File: src/rtl/vga_pkg.sv
// Shared VGA types and timing constants for the pixel fetch block.
// Provides fsm_t, rgb_t, active-area sizes and the FSM next-state helper.
package vga_pkg;

  localparam int H_ACTIVE = 640;
  localparam int V_ACTIVE = 480;

  typedef enum logic [1:0] {
    IDLE = 2'd0,
    ARM  = 2'd1,
    SHOW = 2'd2
  } fsm_t;

  typedef struct packed {
    logic [7:0] r;
    logic [7:0] g;
    logic [7:0] b;
  } rgb_t;

  // sof: the X=0,Y=0 sample. SHOW only leaves at a frame start,
  // so a frame is never cut short by EN dropping.
  function automatic fsm_t fsm_next(
    input fsm_t s,
    input logic en,
    input logic sof
  );
    fsm_t n;
    n = s;
    unique case (s)
      IDLE: n = en ? ARM : IDLE;
      ARM: begin
        if (!en)     n = IDLE;
        else if (sof) n = SHOW;
      end
      SHOW: if (sof && !en) n = IDLE;
      default: n = IDLE;
    endcase
    return n;
  endfunction

endpackage

File: src/rtl/vga_delay_line.sv
// Fixed-depth register delay line, cleared to zero on reset.
// Ports: clk, rst, din[WIDTH], dout[WIDTH] (din delayed DEPTH cycles).
module vga_delay_line #(
  parameter int WIDTH = 1,
  parameter int DEPTH = 1
) (
  input  logic             clk,
  input  logic             rst,
  input  logic [WIDTH-1:0] din,
  output logic [WIDTH-1:0] dout
);

  logic [WIDTH-1:0] stage [DEPTH];

  always_ff @(posedge clk or posedge rst) begin
    if (rst) begin
      for (int i = 0; i < DEPTH; i++)
        stage[i] <= '0;
    end else begin
      stage[0] <= din;
      for (int i = 1; i < DEPTH; i++)
        stage[i] <= stage[i-1];
    end
  end

  assign dout = stage[DEPTH-1];

endmodule

File: src/rtl/vga_pixel_fetch.sv
// Windowed grey-image fetch from frame memory onto a VGA pixel stream.
// Ports: CLK_VGA/RST, X/Y/SYNC_*, EN, MEM_DATA in; MEM_ADDR/MEM_RD,
// RED/GREEN/BLUE, VGA_HS/VS/BLANK_N, FRAME_DONE out.
// Option VGA_TEST_PATTERN_EN adds TP_SEL (horizontal grey ramp).
module vga_pixel_fetch
  import vga_pkg::*;
#(
  parameter int         IMG_W   = 256,
  parameter int         IMG_H   = 256,
  parameter int         X0      = 192,
  parameter int         Y0      = 112,
  parameter int         MEM_LAT = 2,
  parameter logic [7:0] BORDER  = 8'h20
) (
  input  logic        CLK_VGA,
  input  logic        RST,
  input  logic [9:0]  X,
  input  logic [9:0]  Y,
  input  logic        SYNC_H,
  input  logic        SYNC_V,
  input  logic        SYNC_BLANK,
  input  logic        EN,
  input  logic [7:0]  MEM_DATA,
`ifdef VGA_TEST_PATTERN_EN
  input  logic        TP_SEL,
`endif
  output logic [15:0] MEM_ADDR,
  output logic        MEM_RD,
  output logic [7:0]  RED,
  output logic [7:0]  GREEN,
  output logic [7:0]  BLUE,
  output logic        VGA_HS,
  output logic        VGA_VS,
  output logic        VGA_BLANK_N,
  output logic        FRAME_DONE
);

  fsm_t        st;
  fsm_t        nxt;
  logic        sof;
  logic        iw;
  logic        last;
  logic        show_nx;
  logic        rd_nx;
  logic [31:0] dx;
  logic [31:0] dy;
  logic [15:0] addr_nx;

  assign dx  = 32'(X) - 32'(X0);
  assign dy  = 32'(Y) - 32'(Y0);
  assign sof = (X == 10'd0) && (Y == 10'd0);
  assign nxt = fsm_next(st, EN, sof);

  // Out-of-range coordinates never reach the window compare.
  assign iw = SYNC_BLANK
           && (X < 10'(H_ACTIVE)) && (Y < 10'(V_ACTIVE))
           && (dx < 32'(IMG_W)) && (dy < 32'(IMG_H));
  assign last = (dx == 32'(IMG_W - 1)) && (dy == 32'(IMG_H - 1));
  assign addr_nx = 16'(dy * 32'(IMG_W) + dx);
  assign show_nx = iw && (nxt == SHOW);

`ifdef VGA_TEST_PATTERN_EN
  localparam int CW = 12;
  logic       tp_q;
  logic [7:0] grey_q;
  logic       c_tp;
  logic [7:0] c_grey;
  assign rd_nx = show_nx && !TP_SEL;
`else
  localparam int CW = 3;
  assign rd_nx = show_nx;
`endif

  logic vis_q;
  logic show_q;
  logic done_q;

  // Stage 0: state, window flags and the memory request.
  always_ff @(posedge CLK_VGA or posedge RST) begin
    if (RST) begin
      st       <= IDLE;
      vis_q    <= 1'b0;
      show_q   <= 1'b0;
      done_q   <= 1'b0;
      MEM_RD   <= 1'b0;
      MEM_ADDR <= '0;
`ifdef VGA_TEST_PATTERN_EN
      tp_q     <= 1'b0;
      grey_q   <= '0;
`endif
    end else begin
      st     <= nxt;
      vis_q  <= SYNC_BLANK;
      show_q <= show_nx;
      done_q <= show_nx && last;
      MEM_RD <= rd_nx;
      if (rd_nx)
        MEM_ADDR <= addr_nx;
`ifdef VGA_TEST_PATTERN_EN
      tp_q   <= TP_SEL;
      grey_q <= dx[7:0];
`endif
    end
  end

  // Control flags wait out the memory latency beside the read.
  logic [CW-1:0] ctl_in;
  logic [CW-1:0] ctl_out;
  logic          c_vis;
  logic          c_show;
  logic          c_done;

`ifdef VGA_TEST_PATTERN_EN
  assign ctl_in = {tp_q, grey_q, vis_q, show_q, done_q};
  assign {c_tp, c_grey, c_vis, c_show, c_done} = ctl_out;
`else
  assign ctl_in = {vis_q, show_q, done_q};
  assign {c_vis, c_show, c_done} = ctl_out;
`endif

  vga_delay_line #(.WIDTH(CW), .DEPTH(MEM_LAT)) u_ctl (
    .clk  (CLK_VGA),
    .rst  (RST),
    .din  (ctl_in),
    .dout (ctl_out)
  );

  // Syncs are stored inverted so a cleared line reads as idle
  // (HS=1, VS=1, blanked) during and just after reset.
  logic [2:0] sync_out;

  vga_delay_line #(.WIDTH(3), .DEPTH(MEM_LAT + 2)) u_sync (
    .clk  (CLK_VGA),
    .rst  (RST),
    .din  ({~SYNC_H, ~SYNC_V, SYNC_BLANK}),
    .dout (sync_out)
  );

  assign VGA_HS      = ~sync_out[2];
  assign VGA_VS      = ~sync_out[1];
  assign VGA_BLANK_N = sync_out[0];

  logic [7:0] pix;
`ifdef VGA_TEST_PATTERN_EN
  assign pix = c_tp ? c_grey : MEM_DATA;
`else
  assign pix = MEM_DATA;
`endif

  rgb_t rgb;

  always_ff @(posedge CLK_VGA or posedge RST) begin
    if (RST) begin
      rgb        <= '0;
      FRAME_DONE <= 1'b0;
    end else begin
      FRAME_DONE <= c_done;
      if (!c_vis)
        rgb <= '0;
      else if (c_show)
        rgb <= {pix, pix, pix};
      else
        rgb <= {BORDER, BORDER, BORDER};
    end
  end

  assign RED   = rgb.r;
  assign GREEN = rgb.g;
  assign BLUE  = rgb.b;

endmodule

File: config.mk
export PLATFORM = sky130hd
export DESIGN_NAME = vga_pixel_fetch
export DESIGN_NICKNAME = d
export VERILOG_FILES = /design/src/rtl/vga_pkg.sv /design/src/rtl/vga_delay_line.sv /design/src/rtl/vga_pixel_fetch.sv
export SDC_FILE = /design/constraint.sdc
export NUM_CORES = 1
export LEC_CHECK = 0
export ABC_AREA = 0
export CAP_MARGIN = 20
export CORE_UTILIZATION = 43
export DETAILED_ROUTE_END_ITERATION = 7
export PLACE_DENSITY = 0.86
export SKIP_LAST_GASP = 1
export SLEW_MARGIN = 20
export SYNTH_ARGS = -nofsm -noshare
export SYNTH_HDL_FRONTEND = slang
export SYNTH_SLANG_ARGS = --single-unit
export TNS_END_PERCENT = 1
File: constraint.sdc
create_clock -name CLK_VGA -period 1.8 [get_ports CLK_VGA]
set_input_delay 0.27 -clock CLK_VGA [delete_from_list [all_inputs] [get_ports CLK_VGA]]
set_output_delay 0.27 -clock CLK_VGA [all_outputs]
set_load 0.01 [all_outputs]
==> flow_summary.yaml <==
sta:
  max_freq_mhz: 523
  finClkSkew_ns: 0.00292
  tightest_slew_ns: 0.289
  fin_worst_hold_slack_ns: 0.302
  min_period_ns: 1.91
  slew_headroom: 0.805
  slew_viol_final: 0
  hold_violations: 0
  rsz0062_at_grt: "yes"
  setup_viol: 17
  setup_ws_ns: -0.113
  period_share: 1.06
die:
  die_h_um: 73.1
  row_count: 25
  ios: 79
  initial_core_util: 0.454
  die_w_um: 73.1
  die-area_sq_um: 5340
  core_area_sq_um: 4790
finish:
  antenna_cells: 0
  fin_util: 0.748
  drive_gt1_frac: 0.334
  area_delta_synth_final_pct: 65.0
  seqCellArea_sq_um: 1130
  fillerInstances: 313
  layout.nets: 341
  final_cell_area_sq_um: 3580
  multi_input_area_sq_um: 988
detailed_routing:
  wl_per_cell_um: 16.4
  vias: 1843
  first_pass_iters: 5
  antenna_left: 0
  wl_mm: 5.89
  initialDrtViolationCount: 68
  drc: 0
  viasPerCell: 5.12
yosys:
  synth_cell_type_count: 36
  synth_edf_count: 0
  synth_largest_area_cell: "dfrtp_1"
  ys_seq_area_frac: 0.519
  yosysTopAreaCellShare: 0.519
  synthFlopType: "dfrtp_1"
  ys_async_sr_fraction: 1.00
  synthesis.area_sq_um: 2170
  netlist_instances: 179
  yosysWarnings: 0
  synth_area_leaders: "dfrtp_1 52%, ha_1 7.5%, buf_4 5.5%"
  ys_ff_latch: 45
  syn_area_per_cell_sq_um: 12.1
  synth_fp_nets: 227
clock_network:
  cts_inserted_buffers: 5
  clock_latency_ns: 0.30
  ctsHoldBuffers: 0
  clkTransAtPathRegs_ns: 0.08
  cts_tree: "yes"
  cts_sinks: 45
  clk_path_buf_depth: 2
  htree_levels: 2
  clockRootBuffer: "clkbuf_8"
grt:
  overflow: 0
  grt_max_degree: 46
  grt_pass1_vias: 1923
  antenna_found_initial: 0
  grtUsageTotal: 0.244
  grt_first_pass_wirelength_mm: 9.49
worst_setup_path:
  critPathMaxFanout: 3
  required_ns: 1.99
  crit_path_start_kind: "input port"
  worstSetupPathType: "input port to register"
  cp-end-kind: "register"
  r2r_cells: 5
  arrival_ns: 2.10
pwr:
  p_leak_uw: 0.00170
  powerDensity_nw_per_um2: 631
  ir_worst_vdd_v: 0.000337
  power_uw: 2260
outcome:
  status: "complete, but fails checks"
  violations: "setup timing"
placed_design:
  dp_hpwl_mm: 3.85
  place_area_sq_um: 3240
  gp_congestion: 0.857
  port_buffers: 78
min_path:
  whs_path_depth: 3
  hold_class: "input port to register"
run:
  max-cap-violations: 0
[per-stage QoR]
step	setup WS [ns]	std cells	TNS [ns]
detailed placement	-0.864	345	-13.12
global route	-0.168	360	-2.27
CTS	-0.0769	360	-0.953
finish	-0.113	360	-1.39
global placement	-0.807	345	-12.20
floorplan	-0.221	179	-1.10
[flip-flops by register name, indices dropped and copies added, names as in the netlist, 2 cells and up]
| name | count |
|---|---|
| u_sync.dout | 3 |
| st | 2 |
| u_ctl.stage | 2 |
| BLUE | 8 |
| u_ctl.dout | 2 |
| MEM_ADDR | 16 |
| u_sync.stage | 9 |
[final cells by class]
cell class,instances,area share
tap,67,0.0234
inverter,16,0.0168
clock buffer,5,0.0192
timing repair buffer,125,0.341
clock inverter,2,0.00978
multi-input combinational,100,0.276
sequential,45,0.314
[worst max-delay path, cell delays in order]
cell and delay (ns):
buf_8 0.11, ha_4 0.17, xnor2_2 0.18, ha_2 0.22, inv_2 0.04, fa_2 0.33, nor2b_1 0.12, o21a_1 0.16
o21a_1 0.14, o311ai_1 0.08, mux2_4 0.27
[report_power, final]
group / switching [uW] / internal [uW] / leakage [uW]
Combinational: 207 / 257 / 0.00105
Clock: 338 / 403 / 0.0000540
Sequential: 15.4 / 1040 / 0.000590
[Yosys cell counts, drive strengths merged, types with 2 or more instances]
cell type	n
nor2b	2
o21a	2
ha	13
mux2	13
nand4	4
a21o	4
dfrtp	45
xor2	4
nor2	4
nand2b	2
inv	16
nor3	4
mux2i	2
a21oi	6
and3	9
a31oi	3
nor4	5
xnor2	4
nand2	4
buf	18
nand3	4
[per-layer routing]
metal / track usage / up-vias / share of wire
met5: 0 / - / 0
met1: 0.278 / 890 / 0.38
met3: 0.0649 / 24 / 0.076
li1: - / 833 / -
met4: 0.107 / 0 / 0.028
met2: 0.426 / 96 / 0.52
[kinds of logic after synthesis]
group,synth area share
buffers and inverters,0.0974
XOR/XNOR,0.0323
multiplexers,0.0853
flip-flops,0.519
AO/OA/AOI/OAI,0.0749
adder cells (fa/ha/maj),0.0842
AND/OR/NAND/NOR,0.107
[layout by cell type (no fill, tap or decap), drive strengths merged, types with 2 or more instances in the layout]
| master | n |
|---|---|
| xnor2 | 4 |
| mux2i | 2 |
| a31oi | 3 |
| clkbuf | 5 |
| nand4 | 4 |
| nor2b | 2 |
| nand2b | 2 |
| inv | 16 |
| dlygate4sd2 | 6 |
| dfrtp | 45 |
| buf | 53 |
| nor4 | 5 |
| and3 | 9 |
| mux2 | 13 |
| nor3 | 4 |
| clkdlybuf4s50 | 58 |
| ha | 13 |
| nand3 | 4 |
| xor2 | 4 |
| a21o | 4 |
| clkdlybuf4s15 | 7 |
| nand2 | 4 |
| nor2 | 4 |
| o21a | 2 |
| a21oi | 6 |
[what timing repair did]
action                     in CTS  in global routing
setup endpoints to repair      18                 17
cloned                          3                  0
resized for setup              86                  1
pin swaps                      21                  0
buffers inserted                5                  0
[final timing paths]
| kind | start | to | slack [ns] |
|---|---|---|---|
| max in group asynchronous | RST | show_q | 1.24 |
| min reg2reg | u_ctl.stage[4] | u_ctl.dout[1] | 0.35 |
| min in group asynchronous | RST | BLUE[1] | 0.34 |
| max | X[7] | MEM_ADDR[14] | -0.11 |
| max reg2reg | st[0] | MEM_ADDR[1] | 0.10 |
| min | X[2] | MEM_ADDR[2] | 0.30 |
Note: power is estimated with default switching activity, not from simulation.
